<file path="src/rtl/pa_core.sv">
// pa_core: minimal 2-wide in-order VLIW core with an internal instruction cache,
// a 16-bit register file, a carry/borrow flag and a bundle-indexed PC.
module pa_core #(
  parameter int unsigned BUNDLE_W     = 60,
  parameter int unsigned ICACHE_DEPTH = 32,
  parameter int unsigned NUM_REGS     = 32
) (
  input  logic                clock_i,
  input  logic                reset_i,
  input  logic                icacheWriteEnable_i,
  input  logic [15:0]         writeAddress_i,
  input  logic [BUNDLE_W-1:0] instruction_i,
  output logic [15:0]         PC_o,
  output logic                wbAArith_o,
  output logic [4:0]          wbAddrAFinal_o,
  output logic [15:0]         wbValAFinal_o
);

  localparam int unsigned CacheAw = $clog2(ICACHE_DEPTH);

  localparam logic [6:0] OpAdd = 7'b0000001;
  localparam logic [6:0] OpSub = 7'b0000010;
  localparam logic [6:0] OpAnd = 7'b0000011;
  localparam logic [6:0] OpOr  = 7'b0000100;
  localparam logic [6:0] OpXor = 7'b0000101;
  localparam logic [6:0] OpBr  = 7'b0000110;
  localparam logic [6:0] OpLi  = 7'b0001010;

  typedef struct packed {
    logic        we;    // writes rA
    logic        fe;    // updates the flag
    logic        flag;
    logic [15:0] val;
  } slot_res_t;

  logic [BUNDLE_W-1:0] r_icache [ICACHE_DEPTH];
  logic [15:0]         r_regs   [NUM_REGS];
  logic [15:0]         r_pc;
  logic                r_flag;
  logic                r_wb_arith;
  logic [4:0]          r_wb_addr;
  logic [15:0]         r_wb_val;

  logic [BUNDLE_W-1:0] w_bundle;
  logic [29:0]         w_ins_a;
  logic [29:0]         w_ins_b;
  logic [4:0]          w_ra_a;
  logic [4:0]          w_ra_b;
  slot_res_t           w_res_a;
  slot_res_t           w_res_b;
  logic                w_br_taken;
  logic [15:0]         w_pc_next;
  logic                w_unused;

  // Execute one slot against pre-bundle register values.
  function automatic slot_res_t exec_slot(input logic [29:0] ins, input logic [15:0] a,
                                          input logic [15:0] rb_val);
    slot_res_t   res;
    logic [15:0] b;
    logic [16:0] sum;
    res = '0;
    b   = ins[29] ? ins[15:0] : rb_val;
    sum = {1'b0, a} + {1'b0, b};
    case (ins[27:21])
      OpAdd: res = '{we: 1'b1, fe: 1'b1, flag: sum[16], val: sum[15:0]};
      OpSub: res = '{we: 1'b1, fe: 1'b1, flag: (a < b), val: a - b};
      OpAnd: res = '{we: 1'b1, fe: 1'b0, flag: 1'b0, val: a & b};
      OpOr:  res = '{we: 1'b1, fe: 1'b0, flag: 1'b0, val: a | b};
      OpXor: res = '{we: 1'b1, fe: 1'b0, flag: 1'b0, val: a ^ b};
      OpLi:  res = '{we: 1'b1, fe: 1'b0, flag: 1'b0, val: ins[15:0]};
      default: res = '0;  // NOP, BR and unknown opcodes write nothing
    endcase
    return res;
  endfunction

  // Fetch, decode both slots and resolve the branch in slot A.
  always_comb begin
    w_bundle   = r_icache[r_pc[CacheAw-1:0]];
    w_ins_a    = w_bundle[59:30];
    w_ins_b    = w_bundle[29:0];
    w_ra_a     = w_ins_a[20:16];
    w_ra_b     = w_ins_b[20:16];
    w_res_a    = exec_slot(w_ins_a, r_regs[w_ra_a], r_regs[w_ins_a[15:11]]);
    w_res_b    = exec_slot(w_ins_b, r_regs[w_ra_b], r_regs[w_ins_b[15:11]]);
    w_br_taken = (w_ins_a[27:21] == OpBr) && (!w_ins_a[28] || r_flag);
    w_pc_next  = w_br_taken ? (r_pc + r_regs[w_ra_a]) : (r_pc + 16'd1);
  end

  assign w_unused = ^writeAddress_i[15:CacheAw];

  // Cache write port; contents survive reset.
  always_ff @(posedge clock_i) begin
    if (icacheWriteEnable_i) begin
      r_icache[writeAddress_i[CacheAw-1:0]] <= instruction_i;
    end
  end

  // Architectural state and slot A writeback; slot B is applied last so it wins conflicts.
  always_ff @(posedge clock_i or negedge reset_i) begin
    if (!reset_i) begin
      for (int i = 0; i < int'(NUM_REGS); i++) r_regs[i] <= '0;
      r_pc       <= '0;
      r_flag     <= 1'b0;
      r_wb_arith <= 1'b0;
      r_wb_addr  <= '0;
      r_wb_val   <= '0;
    end else if (icacheWriteEnable_i) begin
      r_wb_arith <= 1'b0;
    end else begin
      if (w_res_a.we) r_regs[w_ra_a] <= w_res_a.val;
      if (w_res_b.we) r_regs[w_ra_b] <= w_res_b.val;
      if (w_res_b.fe)      r_flag <= w_res_b.flag;
      else if (w_res_a.fe) r_flag <= w_res_a.flag;
      r_pc       <= w_pc_next;
      r_wb_arith <= w_res_a.we;
      r_wb_addr  <= w_res_a.we ? w_ra_a : 5'd0;
      r_wb_val   <= w_res_a.we ? w_res_a.val : 16'd0;
    end
  end

  assign PC_o           = r_pc;
  assign wbAArith_o     = r_wb_arith;
  assign wbAddrAFinal_o = r_wb_addr;
  assign wbValAFinal_o  = r_wb_val;

endmodule

</file>
<file path="config.mk">
export PLATFORM = sky130hd
export DESIGN_NAME = pa_core
export DESIGN_NICKNAME = d
export VERILOG_FILES = /design/src/rtl/pa_core.sv
export SDC_FILE = /design/constraint.sdc
export NUM_CORES = 2
export LEC_CHECK = 0
export CAP_MARGIN = 20
export CORE_UTILIZATION = 30
export CTS_BUF_LIST = sky130_fd_sc_hd__clkbuf_16
export CTS_CLUSTER_SIZE = 30
export DETAILED_ROUTE_END_ITERATION = 12
export PLACE_DENSITY_LB_ADDON = 0.15
export RECOVER_POWER = 100
export SYNTH_ARGS = -nofsm -noshare
export SYNTH_HDL_FRONTEND = slang
export SYNTH_SLANG_ARGS = --single-unit
</file>
<file path="constraint.sdc">
create_clock -name clock_i -period 8.76 [get_ports clock_i]
set_input_delay 2.19 -clock clock_i [delete_from_list [all_inputs] [get_ports clock_i]]
set_output_delay 2.19 -clock clock_i [all_outputs]
set_load 0.02 [all_outputs]
</file>
==> insert_results.sql <==
INSERT INTO impl_metrics (metric_group, metric, value, unit) VALUES
('yosys', 'average_cell_area_after_synthesis', '13.4', 'um^2'),
('die', 'die-height', '635', 'um'),
('sta', 'clock.fmax', '115', 'MHz'),
('clock_network', 'clk_lat_worst_skew', '0.96', 'ns'),
('worst_setup_path', 'crit_path_max_fanout', '19', ''),
('detailed_routing', 'detail_route.drc_violations', '0', ''),
('outcome', 'outcome', 'finished, violations left', ''),
('yosys', 'ys_async_sr_fraction', '22.6', '%'),
('global_routing', 'top_usage_layer', 'met2', ''),
('placement', 'numPortBuffers', '104', ''),
('global_routing', 'globalRouteMet3Util', '5.73', '%'),
('clock_network', 'clock_tree_from_tritoncts', 'built', ''),
('detailed_routing', 'postRouteWirelength', '533000', 'um'),
('detailed_routing', 'initialDrtViolationCount', '12100', ''),
('yosys', 'syn_inst', '8966', ''),
('global_routing', 'maximum_number_of_pins_on_one_net_before_global_route_repair', '139', ''),
('sta', 'post-route-period-util', '99.3', '%'),
('sta', 'setup_failing_eps_final', '0', ''),
('placement', 'dpl.hpwl', '339000', 'um'),
('sta', 'worst_slew_pin_slew', '5.51', 'ns'),
('layout', 'syn_to_final_growth', '15.2', '%'),
('sta', 'finalHoldViolations', '0', ''),
('yosys', 'synth.yosys.warnings', '0', ''),
('detailed_routing', 'routed_via_density', '5.94', ''),
('global_routing', 'grt.total_usage', '25.6', '%'),
('detailed_routing', 'ant_nets', '0', ''),
('layout', 'final_cells', '14700', ''),
('sta', 'min_period', '8.70', 'ns'),
('worst_setup_path', 'worstSetupPathType', 'reg2reg', ''),
('layout', 'drive_gt1_share', '19.5', '%'),
('yosys', 'postSynth.topFlopCell', 'edfxtp_1', ''),
('die', 'fp.dieArea', '0.404', 'mm^2'),
('die', 'standard_cell_rows', '232', ''),
('global_routing', 'grt_pass1_wl', '723000', 'um'),
('global_routing', 'grt_overflow', '0', ''),
('clock_network', 'ctsLongestPathBuffers', '4', ''),
('placement', 'numPlacedInstances', '14200', ''),
('clock_network', 'cts_htree_levels', '5', ''),
('detailed_routing', 'average_wire_per_standard_cell', '36.1', 'um'),
('clock_network', 'tritoncts.num_buffers', '292', ''),
('clock_network', 'clk_root_buffer_cell', 'clkbuf_16', ''),
('clock_network', 'clkTransAtPathRegs', '0.05', 'ns'),
('layout', 'final_net_count', '9429', ''),
('flow_run', 'max-cap-violations', '53', ''),
('detailed_routing', 'vias', '87600', ''),
('clock_network', 'cts_num_sinks', '2439', ''),
('worst_hold_path', 'min_path_type', 'reg2reg', ''),
('yosys', 'synth.net_count', '9163', ''),
('sta', 'drv_slew', '1855', ''),
('yosys', 'postSynthRegisterBits', '2439', ''),
('clock_network', 'postCtsResizedCells', '0', ''),
('outcome', 'violated_checks', 'capacitance limit, slew limit', ''),
('sta', 'unrepaired_setup_endpoints_after_global_routing', 'false', ''),
('die', 'initial_core_util', '30.1', '%'),
('yosys', 'syn-cell-area', '0.120', 'mm^2'),
('worst_setup_path', 'worst_setup_path_start_kind', 'flip-flop', ''),
('die', 'fp.dieW', '635', 'um'),
('global_routing', 'groute.layer.met1.usage', '33.0', '%'),
('die', 'floorplan.io_pins', '117', ''),
('detailed_routing', 'drt_pre_antenna_iters', '7', ''),
('yosys', 'synth_cell_types', '117', ''),
('global_routing', 'grt_pass1_vias', '85200', ''),
('worst_setup_path', 'crit_path_end_kind', 'flip-flop', ''),
('worst_hold_path', 'hold_path_depth', '1', ''),
('worst_setup_path', 'worst-r2r-cell-count', '24', ''),
('global_routing', 'grt_antenna_before_repair', '48', ''),
('worst_setup_path', 'worstPathRequired', '9.59', 'ns'),
('sta', 'worst_clock_skew', '0.0802', 'ns'),
('global_routing', 'use_met2', '39.9', '%'),
('yosys', 'synth_sequential_area_ratio', '58.6', '%'),
('worst_setup_path', 'worstPathArrival', '9.53', 'ns'),
('die', 'core_area', '0.399', 'mm^2'),
('placement', 'gp_routability_congestion', '0.976', ''),
('yosys', 'synth_edf_count', '1888', ''),
('sta', 'slew_headroom', '-267', '%');
[cell type report]
class                   instances  area, um^2
fillers                     38800      261000
inverters                     130         502
multi-input cells            5683       45900
clock buffers                 296        7410
well taps                    5265        6590
repair buffers                686        6110
flip-flops and latches       2439       70500
diodes                         26        65.1
clock inverters               222        1540
[Yosys cell counts (all sizes together) (12+ instances only)]
| cell type | count | area, um^2 |
|---|---|---|
| nor4 | 80 | 609 |
| o41ai | 14 | 160 |
| o2111ai | 17 | 161 |
| and3 | 34 | 213 |
| nor2 | 549 | 2090 |
| nor2b | 64 | 400 |
| o221ai | 26 | 234 |
| and2 | 144 | 901 |
| dfrtp | 551 | 13800 |
| clkbuf | 262 | 983 |
| inv | 128 | 480 |
| or2 | 14 | 87.6 |
| nand3b | 24 | 180 |
| a21oi | 462 | 2320 |
| o21bai | 19 | 143 |
| a22oi | 17 | 128 |
| o32ai | 24 | 285 |
| o31ai | 30 | 437 |
| ha | 113 | 1410 |
| nand2b | 18 | 113 |
| or3 | 30 | 188 |
| o21ai | 135 | 676 |
| mux2i | 400 | 4080 |
| o22ai | 226 | 1430 |
| xnor2 | 15 | 131 |
| a21o | 27 | 241 |
| a221oi | 185 | 1880 |
| mux4 | 602 | 13600 |
| mux2 | 76 | 856 |
| o2bb2ai | 56 | 490 |
| a2111oi | 12 | 145 |
| nand3 | 341 | 1720 |
| buf | 452 | 2800 |
| a32oi | 30 | 270 |
| nor3 | 107 | 723 |
| nand2 | 1143 | 4310 |
| a211oi | 269 | 2050 |
| edfxtp | 1888 | 56700 |
| a311oi | 12 | 105 |
| nand4 | 23 | 144 |
| and4 | 16 | 140 |
| o211ai | 65 | 512 |
| a31oi | 144 | 907 |
[worst max-delay path, cell delays in order, from the launching register on]
cell	delay, ns
dfrtp_4	0.68
nand2b_1	0.57
a21oi_1	0.14
a2111oi_1	0.63
a32o_1	0.61
nand3_1	0.63
buf_4	0.36
a21oi_1	0.54
nor4_2	0.07
clkbuf_1	0.15
nand4_1	0.41
inv_1	0.09
ha_1	0.30
a211oi_1	0.22
nor2_1	0.14
o41ai_1	0.40
buf_4	0.19
o221ai_1	0.16
o41ai_1	0.51
o21a_1	0.27
o21ai_0	0.27
and4_1	0.30
nor3_1	0.55
buf_4	0.23
xor2_1	0.13
[stage by stage]
| step | setup WS, ns | util (%) | hold slack (ns) | instance area, um^2 | TNS, ns |
|---|---|---|---|---|---|
| final | 0.0573 | 34.7 | 0.493 | 139000 | 0 |
| after global placement | -0.953 | 32.6 | 0.499 | 130000 | -0.953 |
| after floorplan | 1.65 | - | 0.514 | 120000 | 0 |
| after CTS | 0.0693 | 34.9 | 0.507 | 139000 | 0 |
| after detailed placement | -0.124 | 32.7 | 0.487 | 130000 | -2.71 |
| after global routing | 0.0406 | 34.7 | 0.521 | 139000 | 0 |
[cell families after synthesis]
family | Yosys count | synth area share (%)
and+or+nand+nor | 2604 | 9.94
DFF | 2439 | 58.6
AOI/OAI and AO/OA | 1862 | 11.2
muxes | 1078 | 15.4
buffers and inverters | 844 | 3.55
adders and majority gates | 118 | 1.26
xor gates and xnor gates | 21 | 0.153
[final timing paths]
kind | slack [ns] | endpoint | start
worst max-delay path | 0.06 | PC_o[15]$_DFFE_PN0N_ | PC_o[3]$_DFFE_PN0N_
worst min-delay path | 0.49 | PC_o[15]$_DFFE_PN0N_ | PC_o[15]$_DFFE_PN0N_
worst max register to register | 0.06 | PC_o[15]$_DFFE_PN0N_ | PC_o[3]$_DFFE_PN0N_
worst min register to register | 0.49 | PC_o[15]$_DFFE_PN0N_ | PC_o[15]$_DFFE_PN0N_
max in group asynchronous | 1.07 | r_regs[17]$_DFFE_PN0N_ | reset_i
min in group asynchronous | 3.27 | r_regs[286]$_DFFE_PN0N_ | reset_i
[cells in the final DEF, fill, tap and decap left out, types with 47 or more instances in the layout]
cell	Yosys	routed
nand2_1	1136	1134
nor2b_1	64	63
dlygate4sd3_1	0	93
a21oi_1	460	458
clkinv_2	1	47
a31oi_1	143	143
mux2i_1	391	383
a221oi_1	144	183
inv_1	111	180
and2_1	143	140
ha_1	113	113
o211ai_1	62	62
o22ai_1	224	224
clkbuf_16	0	296
nor3_1	82	78
nand3_1	338	337
edfxtp_1	1888	1888
buf_4	63	418
clkinv_1	1	63
nor2_1	539	512
mux2_2	76	75
buf_12	4	72
mux4_2	602	602
nor4_1	71	63
dfrtp_1	551	546
o21ai_0	117	125
a211oi_1	262	261
o2bb2ai_1	56	53
[layer usage]
| metal | vias up | share of wire [%] |
|---|---|---|
| met1 | 45800 | 40 |
| met5 | - | 0.020 |
| met3 | 1217 | 8.8 |
| met4 | 18 | 6.7 |
| met2 | 5006 | 45 |
| li1 | 35600 | - |
[state kept, by name, summed over array words and instances, names as in the netlist]
name            flops
r_flag              1
wbValAFinal_o      16
wbAddrAFinal_o      5
r_icache         1888
r_regs            512
PC_o               16
wbAArith_o          1
[timing repair]
action,CTS,global route
cloned,0,0
setup buffers,1,11
hold buffers,0,0
endpoints found under the setup margin,34,81
Power is left out: the tool's default activity adds up to more than one toggle a clock period on the data nets, which glitch-free logic cannot reach.
